$ cat config.mk
export PLATFORM = sky130hd
export DESIGN_NAME = decode_issue_stage
export DESIGN_NICKNAME = d
export VERILOG_FILES = /design/src/rtl/decode_issue_stage.sv
export SDC_FILE = /design/constraint.sdc
export NUM_CORES = 1
export LEC_CHECK = 0
export ABC_AREA = 1
export CORE_AREA = 2 2 72 74
export DETAILED_ROUTE_END_ITERATION = 7
export DIE_AREA = 0 0 74 76
export MAX_ROUTING_LAYER = met4
export PLACE_DENSITY_LB_ADDON = 0.12
export SLEW_MARGIN = 40
export SYNTH_ARGS = -nofsm -noshare
export SYNTH_HDL_FRONTEND = slang
export SYNTH_SLANG_ARGS = --single-unit
$ cat constraint.sdc
create_clock -name clk -period 2 [get_ports clk]
set_input_delay 0.4 -clock clk [delete_from_list [all_inputs] [get_ports clk]]
set_output_delay 0.4 -clock clk [all_outputs]
set_load 0.02 [all_outputs]
$ cat src/rtl/decode_issue_stage.sv
// Registered decode/issue stage: opcode decode, immediate extension, register
// scoreboard for RAW/WAW stalls, valid/ready handoff to execute, and flush.
module decode_issue_stage #(
  parameter int DATA_W    = 16,
  parameter int IMM_W     = 9,
  parameter int NUM_REGS  = 8,
  parameter int SEXT_IMM  = 0,
  parameter int REG0_ZERO = 1,
  localparam int RA_W     = $clog2(NUM_REGS)
) (
  input  logic              clk,
  input  logic              rst_n,
  input  logic              in_valid,
  output logic              in_ready,
  input  logic [3:0]        opcode_i,
  input  logic [RA_W-1:0]   rd_i,
  input  logic [RA_W-1:0]   rs1_i,
  input  logic [RA_W-1:0]   rs2_i,
  input  logic [IMM_W-1:0]  imm_i,
  input  logic              flush,
  input  logic              wb_valid,
  input  logic [RA_W-1:0]   wb_rd,
  output logic              out_valid,
  input  logic              out_ready,
  output logic              reg_write,
  output logic              mem_write,
  output logic              mem_to_reg,
  output logic              alu_src2,
  output logic              is_branch,
  output logic              illegal,
  output logic [3:0]        alu_op,
  output logic [DATA_W-1:0] imm_o,
  output logic [RA_W-1:0]   rd_o,
  output logic [RA_W-1:0]   rs1_o,
  output logic [RA_W-1:0]   rs2_o
);

  logic              dec_rw, dec_mw, dec_m2r, dec_src2, dec_br, dec_ill, dec_rs2, dec_rtype;
  logic [3:0]        dec_alu;
  logic [DATA_W-1:0] imm_ext, imm_d;

  logic [NUM_REGS-1:0] pend_q, pend_d;
  logic              out_valid_q;
  logic              rw_q, mw_q, m2r_q, src2_q, br_q, ill_q;
  logic [3:0]        alu_q;
  logic [DATA_W-1:0] imm_q;
  logic [RA_W-1:0]   rd_q, rs1_q, rs2_q;

  logic hazard, accept;

  always_comb begin
    dec_rw    = 1'b0;
    dec_mw    = 1'b0;
    dec_m2r   = 1'b0;
    dec_src2  = 1'b0;
    dec_br    = 1'b0;
    dec_ill   = 1'b0;
    dec_rs2   = 1'b0;
    dec_rtype = 1'b0;
    dec_alu   = 4'b0000;
    case (opcode_i)
      4'h0: begin dec_rw = 1'b1; dec_m2r = 1'b1; dec_src2 = 1'b1; end
      4'h1: begin dec_mw = 1'b1; dec_src2 = 1'b1; dec_rs2 = 1'b1; end
      4'h2: begin dec_rw = 1'b1; dec_rs2 = 1'b1; dec_rtype = 1'b1; end
      4'h3: begin dec_rw = 1'b1; dec_src2 = 1'b1; end
      4'h4: begin dec_rw = 1'b1; dec_rs2 = 1'b1; dec_rtype = 1'b1; dec_alu = 4'b0010; end
      4'h5: begin dec_rw = 1'b1; dec_src2 = 1'b1; dec_alu = 4'b0010; end
      4'h6: begin dec_rw = 1'b1; dec_rs2 = 1'b1; dec_rtype = 1'b1; dec_alu = 4'b0011; end
      4'h7: begin dec_rw = 1'b1; dec_rs2 = 1'b1; dec_rtype = 1'b1; dec_alu = 4'b1000; end
      4'h8: begin dec_rw = 1'b1; dec_src2 = 1'b1; dec_alu = 4'b0100; end
      4'h9: begin dec_rw = 1'b1; dec_src2 = 1'b1; dec_alu = 4'b0101; end
      4'hA: begin dec_br = 1'b1; dec_rs2 = 1'b1; dec_alu = 4'b0110; end
      4'hB: begin dec_br = 1'b1; dec_rs2 = 1'b1; dec_alu = 4'b1000; end
      default: dec_ill = 1'b1;
    endcase
  end

  always_comb begin
    if (SEXT_IMM != 0) imm_ext = DATA_W'($signed(imm_i));
    else               imm_ext = DATA_W'(imm_i);
    imm_d = dec_rtype ? '0 : imm_ext;
  end

  // Register 0 is masked here so a hardwired-zero source never stalls.
  function automatic logic is_pend(input logic [RA_W-1:0] idx);
    is_pend = pend_q[idx] && !((REG0_ZERO != 0) && (idx == '0));
  endfunction

  assign hazard   = is_pend(rs1_i) || (dec_rs2 && is_pend(rs2_i)) || (dec_rw && is_pend(rd_i));
  assign in_ready = rst_n && !flush && !hazard && (!out_valid_q || out_ready);
  assign accept   = in_valid && in_ready;

  // Priority: writeback clear, then flush kill, then issue set (set wins).
  always_comb begin
    pend_d = pend_q;
    if (wb_valid) pend_d[wb_rd] = 1'b0;
    if (flush && out_valid_q && rw_q) pend_d[rd_q] = 1'b0;
    if (accept && dec_rw && !((REG0_ZERO != 0) && (rd_i == '0))) pend_d[rd_i] = 1'b1;
  end

  always_ff @(posedge clk or negedge rst_n) begin
    if (!rst_n) begin
      pend_q      <= '0;
      out_valid_q <= 1'b0;
      rw_q        <= 1'b0;
      mw_q        <= 1'b0;
      m2r_q       <= 1'b0;
      src2_q      <= 1'b0;
      br_q        <= 1'b0;
      ill_q       <= 1'b0;
      alu_q       <= '0;
      imm_q       <= '0;
      rd_q        <= '0;
      rs1_q       <= '0;
      rs2_q       <= '0;
    end else begin
      pend_q <= pend_d;
      if (accept) begin
        out_valid_q <= 1'b1;
        rw_q        <= dec_rw;
        mw_q        <= dec_mw;
        m2r_q       <= dec_m2r;
        src2_q      <= dec_src2;
        br_q        <= dec_br;
        ill_q       <= dec_ill;
        alu_q       <= dec_alu;
        imm_q       <= imm_d;
        rd_q        <= rd_i;
        rs1_q       <= rs1_i;
        rs2_q       <= rs2_i;
      end else if (flush || out_ready) begin
        out_valid_q <= 1'b0;
      end
    end
  end

  assign out_valid  = out_valid_q;
  assign reg_write  = rw_q;
  assign mem_write  = mw_q;
  assign mem_to_reg = m2r_q;
  assign alu_src2   = src2_q;
  assign is_branch  = br_q;
  assign illegal    = ill_q;
  assign alu_op     = alu_q;
  assign imm_o      = imm_q;
  assign rd_o       = rd_q;
  assign rs1_o      = rs1_q;
  assign rs2_o      = rs2_q;

endmodule

Word level (Yosys, flattened, before mapping):

Index checks and enable logic that the tools add are counted.

* register bits: 44
* input port bits: 31
* output and inout port bits: 37
* logic and storage cells: 103

* $lt $le $gt $ge: 8
* equal/unequal tests: 11
* muxes and demuxes: 27
* bitwise gates (word level): 5
* reduce and logical (&&, ||, !) cells: 39

Operators with widths (count)
* 8-bit two-way mux: 3
* 4-bit one-hot mux with 6 select lines: 1
* 3-bit by 4-bit < comparator with 1-bit output (second input constant): 5
* 8-bit AND: 2
* 4-bit by 3-bit equality test with 1-bit output (second input constant): 4
* 4-bit equality test (second input constant): 4
* 1-bit logical AND: 16
* 1-bit two-way mux: 16
* 8-bit NOT: 2
* 12-bit OR reduction: 1
* 1-bit binary-select mux with 3-bit select: 3
* 1-bit demux with 3-bit select: 3
* 3-bit by 1-bit greater-or-equal comparator with 1-bit output (second input constant): 3
* 3-bit logical NOT: 3
* 9-bit two-way mux: 1
* 9-bit OR reduction: 1
* 4-bit by 2-bit equality test with 1-bit output (second input constant): 2
* 8-bit OR: 1
* 7-bit OR reduction: 1
* 1-bit logical NOT: 6
* 2-bit OR reduction: 3
* 6-bit OR reduction: 1
* 4-bit by 1-bit equality test with 1-bit output (second input constant): 1
* 4-bit logical NOT: 1
* other kinds (3): 6

Longest topological paths before layout:

Gate-level depths: netlist of run 1.

* depth in word-level cells: 13
* gate-level depth with buffers: 14
* gate-level depth less buffers: 12

Worst setup path after synthesis of run 1:

No wires, ideal clock.

* path kind: input to output
* start point: in opcode_i[2]
* end point: out in_ready
* arrival time: 1.397 ns
* data required time: 1.600 ns
* slack: 0.203 ns
* stages: 10
* path buffers: 0
* cells stage by stage: inv_1 -> ha_1 -> nand3_1 -> nand2_2 -> inv_4 -> nand2_2 -> nand2_2 -> nor2_2 -> nor2_2 -> and2_1

* word-level cells in the longest chain between the ends: 9
* elaborated cells on any way between the ends: 23
* classes of those cells: eq/ne (11); mux (2); reduce/logical (10)

RTL lines
* start: declaration: line 15 `input logic [3:0] opcode_i,`
* 4-bit equality test (tied with other cells): line 61 `case (opcode_i)`
* 7-bit OR reduction (no line)
* 1-bit two-way mux: line 61
* 1-bit logical AND: line 89 `assign hazard = is_pend(rs1_i) || (dec_rs2 && is_pend(rs2_i)) || (dec_rw && is_pend(rd_i));`
* 1-bit logical OR: line 89
* 1-bit logical OR *: line 89
* 1-bit logical NOT *: line 90 `assign in_ready = rst_n && !flush && !hazard && (!out_valid_q || out_ready);`
* 1-bit logical AND * (2 in a row): line 90
* end: declaration: line 14 `output logic in_ready,`

Mark *: on every way between the ends. The rest lies on a longest branch, timed or not.

Final worst setup path of run 1:

* start point: reg pend_q[7]
* end point: out in_ready

* word-level cells in the longest chain between the ends: 9
* elaborated cells on any way between the ends: 16
* classes of those cells: mux (6); reduce/logical (10)

RTL lines
* start: declaration: line 42 `logic [NUM_REGS-1:0] pend_q, pend_d;`
* start signal: assignment: line 117 `pend_q <= pend_d;`
* 1-bit binary-select mux with 3-bit select: line 86 `is_pend = pend_q[idx] && !((REG0_ZERO != 0) && (idx == '0));`
* 1-bit two-way mux (implied by the code): line 86
* 1-bit logical AND: line 86
* 1-bit logical AND: line 89
* 1-bit logical OR: line 89
* 1-bit logical OR *: line 89
* 1-bit logical NOT *: line 90
* 1-bit logical AND * (2 in a row): line 90

Mark *: on every way between the ends. The rest lies on a longest branch, timed or not. The select of a mux whose other input is x is not followed.

==> results of run 1 <==
## cell type report
class,instances,area [µm²],share of cell area [%]
clock inverters,3,65.1,1.95
clock buffers,5,68.8,2.07
multi-input cells,202,1120,33.8
repair buffers,100,923,27.7
inverters,34,135,4.06
flip-flops and latches,37,926,27.8
well taps,70,87.6,2.63
## placed cells by master (no fill, tap or decap), types with 2 or more instances in the layout
master           Yosys  layout
a21oi_1              3       3
a221oi_1             2       2
a31oi_1              3       3
buf_12               1       2
buf_4                7      34
buf_6                2       7
bufinv_16            0       2
clkbuf_2             1       2
clkbuf_8             0       5
clkdlybuf4s50_1      0      48
conb_1               1       7
dfrtp_1             37      37
dlygate4sd2_1        0       5
ha_4                 0       3
inv_1               32      24
inv_2                1       7
inv_4                1       3
nand2_1             78      75
nand2_2             14      17
nand3_1             27      24
nand3_2              1       4
nand4_1              2       2
nor2_1              10       8
nor2_2               2       4
nor3_1               2       2
o21ai_0             15      12
o21ai_1              2       5
o21ai_2             19      19
o21bai_1             7       7
## power groups by stage
| stage | Sequential [mW] | Combinational [mW] | Clock, mW |
|---|---|---|---|
| final | 0.999 | 1.01 | 0.777 |
| after global routing | 1.02 | 1.10 | 0.818 |
| after CTS | 0.999 | 0.995 | 0.798 |
| after detailed placement | 1.01 | 0.966 | 0 |
| after global placement | 1.01 | 0.958 | 0 |
| after floorplan | 1.16 | 0.368 | 0 |
## critical path: stages (launching register included)
cell and delay (ns):
dfrtp_1 0.40, inv_1 0.10, nand2_1 0.05, nand3_1 0.08, nand2_1 0.07, nor2_1 0.14
nor2_2 0.05, nor2_2 0.11, and2_4 0.15, buf_6 0.11
## routing by layer
metal  track usage [%]  part of all wire (%)
met5                 -                     0
met1              27.9                    44
met2              33.4                    49
met4              6.91                  0.86
met3              3.57                   5.9
## Yosys cell counts, drive strengths merged
cell	n	area share (%)
ha	4	2.2
o22ai	1	0.28
a21boi	1	0.34
dfrtp	37	41
a221oi	2	0.78
conb	1	0.17
nor2	12	2.2
o21ai	36	11
a31oi	3	0.84
nand3	28	6.5
nand4	2	0.56
a21oi	3	0.67
clkbuf	1	0.22
nor3	2	0.45
o21bai	7	2.4
nand2	92	17
inv	34	5.8
o211ai	1	0.34
and2	1	0.28
buf	15	6.3
## per-stage QoR
stage          setup TNS (ns)  setup slack, ns  hold WS [ns]  std cells  utilization, %
4_1_cts                     0          0.00291         0.210        450            66.7
3_5_place_dp           -16.08           -0.925         0.466        434            62.2
2_1_floorplan               0            0.203         0.104        289               -
3_3_place_gp           -13.91           -0.867         0.462        434            62.2
5_1_grt               -0.0212          -0.0212         0.228        451            67.8
6_report                    0           0.0504         0.194        451            67.8
## path summary, 6_finish.rpt
path / from / to / cells after the start
max: pend_q[7]$_DFF_PN0_ / in_ready / 9
min: rst_n / is_branch$_DFFE_PN0P_ / 2
max reg2reg: pend_q[7]$_DFF_PN0_ / rd_o[0]$_DFFE_PN0P_ / 12
min reg2reg: imm_o[4]$_DFFE_PN0P_ / imm_o[4]$_DFFE_PN0P_ / 2
max in group asynchronous: rst_n / pend_q[7]$_DFF_PN0_ / 2
min in group clk: imm_o[4]$_DFFE_PN0P_ / imm_o[4]$_DFFE_PN0P_ / 2
## timing repair
| action | 4_1_cts | 5_1_grt |
|---|---|---|
| resized for setup | 38 | 26 |
| setup endpoints to repair | 30 | 9 |
| buffers inserted | 7 | 2 |
| pin swaps | 2 | 11 |
| gates cloned | 1 | 0 |
## cells by family after synthesis
group,Yosys count
buffers and inverters,50
flip-flops,37
other,1
AND/OR/NAND/NOR,137
adder cells (fa/ha/maj),4
AO/OA/AOI/OAI,54
==> metrics.cfg, run 1 <==
[pwr]
p_comb_share_pct = 36.3
seqPwrFrac_pct = 35.9
ir_drop_mv = 0.446
p_per_area_nw_per_um2 = 836
p_switching_mw = 0.904
p_leak_nw = 1.62
switching_share_pct = 32.4
clkPwrFrac_pct = 27.9
p_total_mw = 2.79
p_int_mw = 1.88

[grt]
overflow = 0
grt_max_degree = 38
grtUsageTotal_pct = 21.3
first_global_vias = 1977
grt_pass1_wl_um = 9120
antenna_found_initial = 0

[die]
die_x_um = 74
ioPinCount = 68
die-area_um2 = 5620
initial_core_util_pct = 45.5
design.core.area_um2 = 4910
rows = 26
die_h_um = 76

[worst_setup_path]
cp.arrival_ns = 1.55
cp_max_fo = 3
endpoint_kind = primary output
start_kind = register
crit_type = reg -> out
cp.required_ns = 1.60
r2r_slack_ns = 0.30

[clock_network]
cts_hold_buf = 0
clockBufferDepth = 2
clk_transition_reported_paths_ns = 0.08
clkSinkCount = 37
root_buffer = clkbuf_8
htree_levels = 2
tritoncts = done
worstSkewPairLatency_ns = 0.29
cts_buffers = 5

[synthesis]
yosysWarningCount = 0
syn_avg_cell_area_um2 = 7.90
synth_area_um2 = 2240
synth_top_family_by_area = simple AND/OR/NAND/NOR gates
synth_adder_area_share_pct = 2.24
synth_xor_xnor_area_share_pct = 0
synth_compound_area_share_pct = 16.8
yosysUniqueCellTypes = 31
synth-simple-area-share_pct = 27.0
synth.area.mux_share_pct = 0
ys_seq_elements = 37
synth_cells = 283
synth_seq_area_share_pct = 41.4

[cells_and_area]
diodes = 0
synthToLayoutAreaGrowth_pct = 49.0
fin_area_um2 = 3330
final_nets = 415
drive_gt1_share_pct = 29.4
fill_cells = 423
largest_reg_flops = 9

[timing]
setup_violations = 0
period_needed_ns = 1.95
timing.final.crit_share_pct = 97.5
hold_viol = 0
fmax_mhz = 513
finalClockSkew_ns = 0.00368
slew_viol_final = 0

[placement]
place.gp.congestion = 0.885
dp_hpwl_um = 3750
dpl-instance-area_um2 = 3050
port_buffers = 60

[worst_hold_path]
holdCritPathClass = in -> async

[status]
status = complete, no violations

[drt]
drtPass1Iterations = 4
route.detailed.drc = 0
vias = 2169
wl_per_cell_um = 12.4
drtIter0Drc = 116
ant_nets = 0
finalWirelength_um = 5590
viasPerCell = 4.81

[job]
drv_cap = 0

Power figures use the tool's default switching activity.
==> run 2: changes to the inputs <==
- SLEW_MARGIN: 40 -> 20
==> results of run 2 <==
Same layout as run 1: the final DEF is identical, and so are final timing and power.
==> run 3: changes to the inputs <==
- ABC_AREA: 1 -> not set
- CORE_AREA: 2 2 72 74 -> 2 2 71 73
- DIE_AREA: 0 0 74 76 -> 0 0 73 75
==> metrics.cfg, run 3 <==
[synthesis]
syn_avg_cell_area_um2 = 11.0
synth_common_cells = dfrtp_1, nand2_1, inv_1, mux2i_1, mux2_2
yosysMostFrequentCell = dfrtp_1
synth_area_um2 = 2090
ys_seq_elements = 36
yosysUniqueCellTypes = 40
yosysWarningCount = 0
synth_edf_count = 0
synth.largest_area_cell = dfrtp_1
yosysTopAreaCellShare_pct = 43.1
synth_top_flop_cell = dfrtp_1
synth_seq_area_share_pct = 43.1
async_flop_share_pct = 100
synth_cells = 190
synth_area_leaders = dfrtp_1, mux2i_1, mux2_2

[die]
rows = 25
die_x_um = 73
design.core.area_um2 = 4660
die_h_um = 75
die-area_um2 = 5480
ioPinCount = 68
initial_core_util_pct = 44.9

[worst_setup_path]
cp_slowest_cell = mux4_2
crit_family = multiplexers
cp.required_ns = 1.60
endpoint_kind = primary output
cp.arrival_ns = 1.83
start_kind = register
path_cells = mux4_2 -> nor2b_2 -> o31a_2 -> and3_4 -> buf_6
cp_max_fo = 4
path_buf_inv = 1
crit_type = reg -> out
critPathMaxStageDelay_ns = 0.51

[cells_and_area]
fin_area_um2 = 3490
utilization_pct = 75.0
final_nets = 328
largest_reg_flops = 9
diodes = 0
synthToLayoutAreaGrowth_pct = 67.1
layout_commonest_cell = clkdlybuf4s50_1
final_cells = 348
drive_gt1_share_pct = 36.1
final_cell_mix = clkdlybuf4s50_1, dfrtp_1, buf_4

[grt]
grt_max_degree = 37
grt_pass1_wl_um = 9230
first_global_vias = 1845
grtUsageTotal_pct = 23.2
antenna_found_initial = 0
overflow = 0

[clock_network]
tritoncts = done
clockBufferDepth = 2
clk_transition_reported_paths_ns = 0.08
worstSkewPairLatency_ns = 0.29
root_buffer = clkbuf_8
cts_buffers = 5
clkSinkCount = 36
htree_levels = 2

[timing]
hold_viol = 0
rsz0062_at_grt = yes
period_needed_ns = 2.23
finalClockSkew_ns = 0.00738
fmax_mhz = 448
slew_viol_final = 0
fin_tns_setup_ns = -4.28
worst_slack_ns = -0.232
timing.final.crit_share_pct = 112
setup_violations = 35

[drt]
wl_per_cell_um = 16.6
drtIter0Drc = 70
viasPerCell = 5.25
vias = 1828
ant_nets = 0
drtPass1Iterations = 4
finalWirelength_um = 5790
route.detailed.drc = 0

[worst_hold_path]
holdCritPathClass = in -> async

[placement]
place.gp.congestion = 0.900
pre_cts_ws_ns = -1.04
dpl-instance-area_um2 = 3050
place_inst = 329
dp_hpwl_um = 3740
port_buffers = 60

[pwr]
p_per_area_nw_per_um2 = 797
p_leak_nw = 1.76
ir_drop_mv = 0.486

[job]
drv_cap = 0

[status]
status = finished, violations left
violations = negative setup slack

[run 3: cell count changes in the layout (fill, tap and decap cells not counted), moves of 10 or more]
| cell | change |
|---|---|
| nand2_1 | -56 |
| nand3_1 | -24 |
| o21ai_2 | -18 |
| nand2_2 | -17 |
| mux2i_1 | +14 |
| mux2_2 | +10 |
[run 3: logic make-up (layout without fill, tap and decap cells)]
| logic type | after synthesis | after routing | share of synthesized area [%] |
|---|---|---|---|
| compound gates | 30 | 30 | 12.5 |
| fa+ha+maj | 4 | 4 | 2.39 |
| buf+inv | 35 | 133 | 8.92 |
| flops | 36 | 36 | 43.1 |
| mux | 37 | 37 | 20.1 |
| other cells | 1 | 7 | 0.179 |
| simple gates | 47 | 47 | 12.8 |
[run 3: report_power, final]
part | total (mW) | switching, mW | internal, mW
Sequential | 0.990 | 0.111 | 0.879
Combinational | 1.08 | 0.495 | 0.581
Clock | 0.719 | 0.278 | 0.440
Total | 2.78 | 0.884 | 1.90
[run 3: final timing paths]
path,from,endpoint,slack (ns),cells after the start
min in group clk,rs1_o[0]$_DFFE_PN0P_,rs1_o[0]$_DFFE_PN0P_,0.51,1
worst min register to register,rs1_o[0]$_DFFE_PN0P_,rs1_o[0]$_DFFE_PN0P_,0.51,1
worst max-delay path,pend_q[3]$_DFF_PN0_,in_ready,-0.23,5
max in group asynchronous,rst_n,is_branch$_DFFE_PN0P_,1.46,2
worst max register to register,pend_q[3]$_DFF_PN0_,is_branch$_DFFE_PN0P_,-0.19,8
worst min-delay path,rst_n,rs1_o[0]$_DFFE_PN0P_,0.21,2
[run 3: worst reg2reg max path, stage by stage (launching register included)]
cell and delay, ns:
dfrtp_1 0.45, mux4_2 0.51, nor2b_2 0.13, o31a_2 0.16, buf_6 0.10, nand4_4 0.12
buf_12 0.18, buf_16 0.13, mux2_4 0.29
[run 3: layout make-up]
cell class              count  area (µm²)
multi-input cells         125        1230
fillers                   321        1170
repair buffers            107        1090
flip-flops and latches     36         901
clock buffers               7        96.3
inverters                  18        87.6
well taps                  54        67.6
clock inverters             1        30.0
[run 3: timing repair]
| action | in CTS | in global routing |
|---|---|---|
| gates cloned | 3 | 0 |
| gates resized for setup | 51 | 15 |
| endpoints found under the setup margin | 37 | 37 |
| buffers inserted | 9 | 1 |
| pin swaps | 11 | 5 |
| hold buffers | 0 | 0 |
[run 3: through the flow]
step	total power [mW]	hold slack (ns)
2_1_floorplan	1.49	0.104
3_3_place_gp	1.97	0.489
3_5_place_dp	1.99	0.491
4_1_cts	2.78	0.211
5_1_grt	2.92	0.249
6_report	2.78	0.213
[run 3: routing by layer]
| metal | up-vias | track usage [%] | routed length, µm |
|---|---|---|---|
| li1 | 870 | - | - |
| met1 | 895 | 28.8 | 2540 |
| met2 | 55 | 37.2 | 2920 |
| met3 | 8 | 4.69 | 259 |
| met4 | 0 | 9.05 | 70 |
| met5 | - | - | 0 |
